File: config.mk
export PLATFORM = sky130hd
export DESIGN_NAME = seq_divider
export DESIGN_NICKNAME = d
export VERILOG_FILES = /design/src/rtl/divider_pkg.sv /design/src/rtl/seq_divider_cla.sv /design/src/rtl/seq_divider.sv
export SDC_FILE = /design/constraint.sdc
export NUM_CORES = 1
export LEC_CHECK = 0
export ABC_AREA = 1
export BUFFER_PORTS_ARGS = -buffer_cell sky130_fd_sc_hd__buf_2
export CORE_UTILIZATION = 60
export CTS_BUF_LIST = sky130_fd_sc_hd__clkbuf_4
export DETAILED_ROUTE_END_ITERATION = 10
export PLACE_DENSITY_LB_ADDON = 0.25
export REMOVE_ABC_BUFFERS = 1
export SYNTH_ARGS = -nofsm -noshare
export SYNTH_HDL_FRONTEND = slang
export SYNTH_SLANG_ARGS = --single-unit
File: constraint.sdc
create_clock -name CLK -period 2.9 [get_ports CLK]
set_clock_uncertainty 0.1 [all_clocks]
set_input_delay 0.435 -clock CLK [delete_from_list [all_inputs] [get_ports CLK]]
set_output_delay 0.435 -clock CLK [all_outputs]
set_load 0.01 [all_outputs]
File: src/rtl/divider_pkg.sv
// Shared types and sizing helpers for the sequential restoring divider.
package divider_pkg;

   typedef enum logic [1:0] {
      IDLE = 2'd0,
      RUN  = 2'd1,
      FIN  = 2'd2
   } state_t;

   // Iteration counter width: must hold values 0..N-1 with headroom.
   function automatic int cnt_width(input int n);
      return $clog2(n) + 1;
   endfunction

endpackage

File: src/rtl/seq_divider_cla.sv
// Parallel-prefix carry-lookahead adder/subtractor; ADD_SUB=1 computes A-B with COUT as no-borrow.
module CLA #(
   parameter int W = 33
) (
   input  logic [W-1:0] a_i,
   input  logic [W-1:0] b_i,
   input  logic         add_sub_i,
   output logic [W-1:0] sum_o,
   output logic         cout_o
);

   localparam int LV = $clog2(W);

   logic [W-1:0] bx;
   logic [W-1:0] p0;
   logic [W-1:0] g0;
   logic [W-1:0] g;
   logic [W-1:0] p;
   logic [W-1:0] gn;
   logic [W-1:0] pn;

   always_comb begin
      bx = b_i ^ {W{add_sub_i}};
      p0 = a_i ^ bx;
      g0 = a_i & bx;
      g  = g0;
      p  = p0;
      // Carry-in folded into bit 0 so every prefix g[i] is the carry out of bit i.
      g[0] = g0[0] | (p0[0] & add_sub_i);
      gn = g;
      pn = p;
      for (int k = 0; k < LV; k++) begin
         gn = g;
         pn = p;
         for (int i = (1 << k); i < W; i++) begin
            gn[i] = g[i] | (p[i] & g[i - (1 << k)]);
            pn[i] = p[i] & p[i - (1 << k)];
         end
         g = gn;
         p = pn;
      end
      sum_o  = p0 ^ {g[W-2:0], add_sub_i};
      cout_o = g[W-1];
   end

endmodule

File: src/rtl/seq_divider.sv
// Unsigned restoring divider, one quotient bit per clock, START/DONE handshake.
module seq_divider
   import divider_pkg::*;
#(
   parameter int N = 32
) (
   input  logic         CLK,
   input  logic         RST,
   input  logic         START,
   input  logic [N-1:0] DIVIDEND,
   input  logic [N-1:0] DIVISOR,
   output logic         BUSY,
   output logic         DONE,
   output logic [N-1:0] QUOTIENT,
   output logic [N-1:0] REMAINDER,
   output logic         DIV_ZERO,
   output logic [1:0]   DBG_STATE
);

   // Handshake: START is sampled only in IDLE/FIN (BUSY=0); DONE pulses one
   // cycle with results, which then hold until the next accepted START.

   localparam int CW = cnt_width(N);

   state_t         state_q;
   logic [CW-1:0]  cnt_q;
   logic [N-1:0]   rem_q;
   logic [N-1:0]   q_q;
   logic [N-1:0]   dvsr_q;
   logic [N-1:0]   quo_q;
   logic [N-1:0]   remo_q;
   logic           busy_q;
   logic           done_q;
   logic           dz_q;

   logic [N:0]     shifted;
   logic [N:0]     trial;
   logic           no_borrow;
   logic [N-1:0]   rem_d;
   logic [N-1:0]   q_d;
   logic           unused_trial_msb;

   assign shifted = {rem_q, q_q[N-1]};

   CLA #(
      .W (N + 1)
   ) u_cla (
      .a_i       (shifted),
      .b_i       ({1'b0, dvsr_q}),
      .add_sub_i (1'b1),
      .sum_o     (trial),
      .cout_o    (no_borrow)
   );

   // With no borrow the trial result is below the divisor, so its MSB is always zero.
   assign unused_trial_msb = trial[N];

   always_comb begin
      rem_d = no_borrow ? trial[N-1:0] : shifted[N-1:0];
      q_d   = {q_q[N-2:0], no_borrow};
   end

   always_ff @(posedge CLK) begin
      if (RST) begin
         state_q <= IDLE;
         cnt_q   <= '0;
         rem_q   <= '0;
         q_q     <= '0;
         dvsr_q  <= '0;
         quo_q   <= '0;
         remo_q  <= '0;
         busy_q  <= 1'b0;
         done_q  <= 1'b0;
         dz_q    <= 1'b0;
      end else begin
         done_q <= 1'b0;
         case (state_q)
            RUN: begin
               rem_q <= rem_d;
               q_q   <= q_d;
               cnt_q <= cnt_q + CW'(1);
               if (cnt_q == CW'(N - 1)) begin
                  state_q <= FIN;
                  busy_q  <= 1'b0;
                  done_q  <= 1'b1;
                  quo_q   <= q_d;
                  remo_q  <= rem_d;
               end
            end
            default: begin
               if (START) begin
                  dvsr_q <= DIVISOR;
                  rem_q  <= '0;
                  cnt_q  <= '0;
                  q_q    <= DIVIDEND;
                  dz_q   <= 1'b0;
                  if (DIVISOR == '0) begin
                     state_q <= FIN;
                     done_q  <= 1'b1;
                     quo_q   <= '1;
                     remo_q  <= DIVIDEND;
                     dz_q    <= 1'b1;
                  end else begin
                     state_q <= RUN;
                     busy_q  <= 1'b1;
                  end
               end else begin
                  state_q <= IDLE;
               end
            end
         endcase
      end
   end

   assign BUSY      = busy_q;
   assign DONE      = done_q;
   assign QUOTIENT  = quo_q;
   assign REMAINDER = remo_q;
   assign DIV_ZERO  = dz_q;
   assign DBG_STATE = state_q;

endmodule
==> impl_metrics.env <==
export IMPL_status="finished clean"
export IMPL_clkTransAtPathRegs_ps=170
export IMPL_nets=1829
export IMPL_fillers=1491
export IMPL_rsz0062_at_grt="no"
export IMPL_cts_tree="done"
export IMPL_yosys_warnings=0
export IMPL_grt_usage=0.332
export IMPL_die_area_um2=17100
export IMPL_async_reset_ff_frac=0
export IMPL_drc=0
export IMPL_synth_top_area_cell="dfxtp_1"
export IMPL_hp_class="in -> reg"
export IMPL_worstSetupPathType="in -> reg"
export IMPL_numPortBuffers=135
export IMPL_row_count=46
export IMPL_synth_common_cells="nand2_1 (423), inv_1 (304), dfxtp_1 (171)"
export IMPL_initial_utilization=0.620
export IMPL_totalWireLength_um=27700
export IMPL_crit_fanout=30
export IMPL_cts_sink_count=171
export IMPL_slowest_delay_ps=560
export IMPL_worst_slack_ps=187
export IMPL_antenna_found_initial=1
export IMPL_layout_worst_path_cycle_share=0.936
export IMPL_via_count=10400
export IMPL_drt_iter0_drc=840
export IMPL_ys_ff_latch=171
export IMPL_p_int_w=0.00313
export IMPL_power_total_w=0.00480
export IMPL_critPathCaptureType="flop"
export IMPL_num_io_pins=136
export IMPL_r2r_start="cnt_q[0]"
export IMPL_crit_arrival_ps=3080
export IMPL_r2r_end="QUOTIENT[10]"
export IMPL_grt_pass1_vias=9001
export IMPL_drive_gt1_frac=0.122
export IMPL_finalHoldViolCount=0
export IMPL_pre_cts_ws_ps=198
export IMPL_pwr_share_comb=0.191
export IMPL_rr_worst_depth=11
export IMPL_synth_area_per_cell_um2=6.18
export IMPL_drtPass1Iterations=5
export IMPL_area_delta_synth_final_pct=13.3
export IMPL_crit_slowest_cell="dlygate4sd3_1"
export IMPL_worst_pin_slew_ps=955
export IMPL_synth_top_area_frac=0.344
export IMPL_ant_nets=0
export IMPL_crit_cells=10
export IMPL_path_delay_family="buffers and inverters"
export IMPL_crit_path_frequent_cell="buf_4"
export IMPL_synth_seq_area_share=0.344
export IMPL_clkPwrFrac=0.291
export IMPL_grt_pass1_wl_um=44100
export IMPL_post_cts_resize_count=0
export IMPL_htree_levels=4
export IMPL_overflow=0
export IMPL_final_area_um2=11300
export IMPL_postPlaceCellArea_um2=10800
export IMPL_required_ps=3260
export IMPL_die_x_um=131
export IMPL_synth_edf_count=0
export IMPL_grt_max_degree=96
export IMPL_synth_ff_type="dfxtp_1"
export IMPL_slew_violations=0
export IMPL_maxCapViolations=0
export IMPL_pwr_share_seq=0.519
export IMPL_cts_root_buf="clkbuf_4"
export IMPL_startpoint_type="input port"
export IMPL_viasPerCell=5.29
export IMPL_setup_viol=0
export IMPL_cts_buffers_inserted=17
export IMPL_period_minus_slack_ps=2710
export IMPL_synth_most_common_cell="nand2_1"
export IMPL_switching_share=0.347
export IMPL_dieHeight_um=131
export IMPL_syn_inst=1610
export IMPL_synth_area_leaders="dfxtp_1 (34%), nand2_1 (16%), inv_1 (11%), o21ai_0 (7.6%), a21oi_1 (6.1%)"
export IMPL_slew_limit_headroom=0.362
export IMPL_wl_per_cell_um=14.1
export IMPL_startpoint="DIVISOR[0]"
export IMPL_cp_cell_sequence="dlygate4sd3_1 -> buf_2 -> nor4_1 -> nand3_1 -> nor2_1 -> a21boi_4 -> buf_4 -> buf_4 -> nand2_1 -> a21oi_1"
export IMPL_power_density_nw_per_um2=425
export IMPL_synthDistinctLibCells=36
export IMPL_clk_latency_ps=590
export IMPL_critPathBufInv=4
export IMPL_endpoint="QUOTIENT[10]"
export IMPL_switchingPower_w=0.00167
export IMPL_max_freq_mhz=369
export IMPL_rrSetupSlack_ps=240
export IMPL_syn_cell_area_um2=9950
export IMPL_total_leakage_power_nw=6.34
export IMPL_core_um2=16100
export IMPL_gp_congestion=0.989
export IMPL_ctsLongestPathBuffers=2
export IMPL_hpwl_um=20200
export IMPL_ir_worst_vdd_mv=0.260
## cell families (layout without fill, tap and decap cells)
| group | Yosys count | after routing | share of synthesized area |
|---|---|---|---|
| AND/OR/NAND/NOR | 709 | 709 | 0.298 |
| buffers and inverters | 383 | 514 | 0.148 |
| XOR/XNOR | 14 | 14 | 0.0123 |
| other | 0 | 1 | 0 |
| AO/OA/AOI/OAI | 299 | 299 | 0.154 |
| flip-flops | 171 | 171 | 0.344 |
| adder cells (fa/ha/maj) | 34 | 34 | 0.0435 |
## worst min-delay path by stage
stage	from	cells after the start	slack (ps)	end
floorplan	dvsr_q[23]	2	340	dvsr_q[23]
global placement	dvsr_q[28]	2	350	dvsr_q[28]
detailed placement	QUOTIENT[29]	2	350	QUOTIENT[29]
CTS	DIVISOR[28]	3	5	dvsr_q[28]
global route	DIVISOR[28]	3	5	dvsr_q[28]
finish	DIVISOR[30]	3	40	dvsr_q[30]
## worst register-to-register path, stage by stage, from the launching register on
cell and delay [ps]:
dfxtp_1 370, ha_1 220, nand2_1 110, nor2_1 70
nand2_1 80, nor2_1 40, nand2_1 140, a21boi_4 790
buf_4 340, buf_4 160, nand2_1 50, a21oi_1 140
## cell usage in the layout, fill, tap and decap left out, drive strengths merged
cell	n
nor4	5
dfxtp	171
nand3	102
a21oi	124
clkinvlp	3
ha	33
nand2	427
clkbuf	18
nor2	118
or2	2
o31ai	1
fa	1
o21bai	3
clkinv	5
xnor2	2
o211ai	2
diode	1
a211oi	1
inv	313
o21ai	167
a21boi	1
buf	158
and2	2
dlygate4sd3	17
nor3	6
xor2	12
nand4	47
## metrics by stage
step                      utilization  hold slack, ps  TNS (ps)  instances
after floorplan                     -             335   -585780       1534
after global placement          0.674             346         0       1908
after detailed placement        0.674             352         0       1908
after CTS                       0.702            4.75         0       1957
after global routing            0.702            5.40         0       1958
final                           0.702            35.6         0       1958
## routing by layer
metal  part of all wire  GRT usage
met3              0.076     0.0562
met5                  0          0
met2               0.44      0.527
met1               0.47      0.461
met4              0.018     0.0974
## area by class of cell
| type | instances | area, um^2 | share of cell area |
|---|---|---|---|
| diodes | 1 | 2.50 | 0.000222 |
| clock buffers | 18 | 135 | 0.0120 |
| clock inverters | 14 | 149 | 0.0132 |
| inverters | 307 | 1150 | 0.102 |
| multi-input cells | 1056 | 5080 | 0.451 |
| flip-flops and latches | 171 | 3420 | 0.304 |
| well taps | 216 | 270 | 0.0240 |
| repair buffers | 175 | 1060 | 0.0937 |
## state kept, by name, indices dropped and copies added (netlist names)
| register | flops |
|---|---|
| DIV_ZERO | 1 |
| cnt_q | 6 |
| REMAINDER | 32 |
| BUSY | 1 |
| DBG_STATE | 2 |
| DONE | 1 |
| q_q | 32 |
| dvsr_q | 32 |
| QUOTIENT | 32 |
| rem_q | 32 |
## power by group through the flow
stage / Sequential, W / Combinational (W) / Clock, W
after global routing: 0.00250 / 0.00102 / 0.00151
after detailed placement: 0.00254 / 0.000874 / 0
final: 0.00249 / 0.000915 / 0.00139
after floorplan: 0.00252 / 0.000592 / 0
after CTS: 0.00249 / 0.000897 / 0.00141
after global placement: 0.00253 / 0.000866 / 0
## what timing repair did
action                                 in CTS  in global routing
endpoints found under the hold margin      17                  0
setup buffers                               0                  0
hold buffers                               17                  0
(Power assumes the default switching activity.)
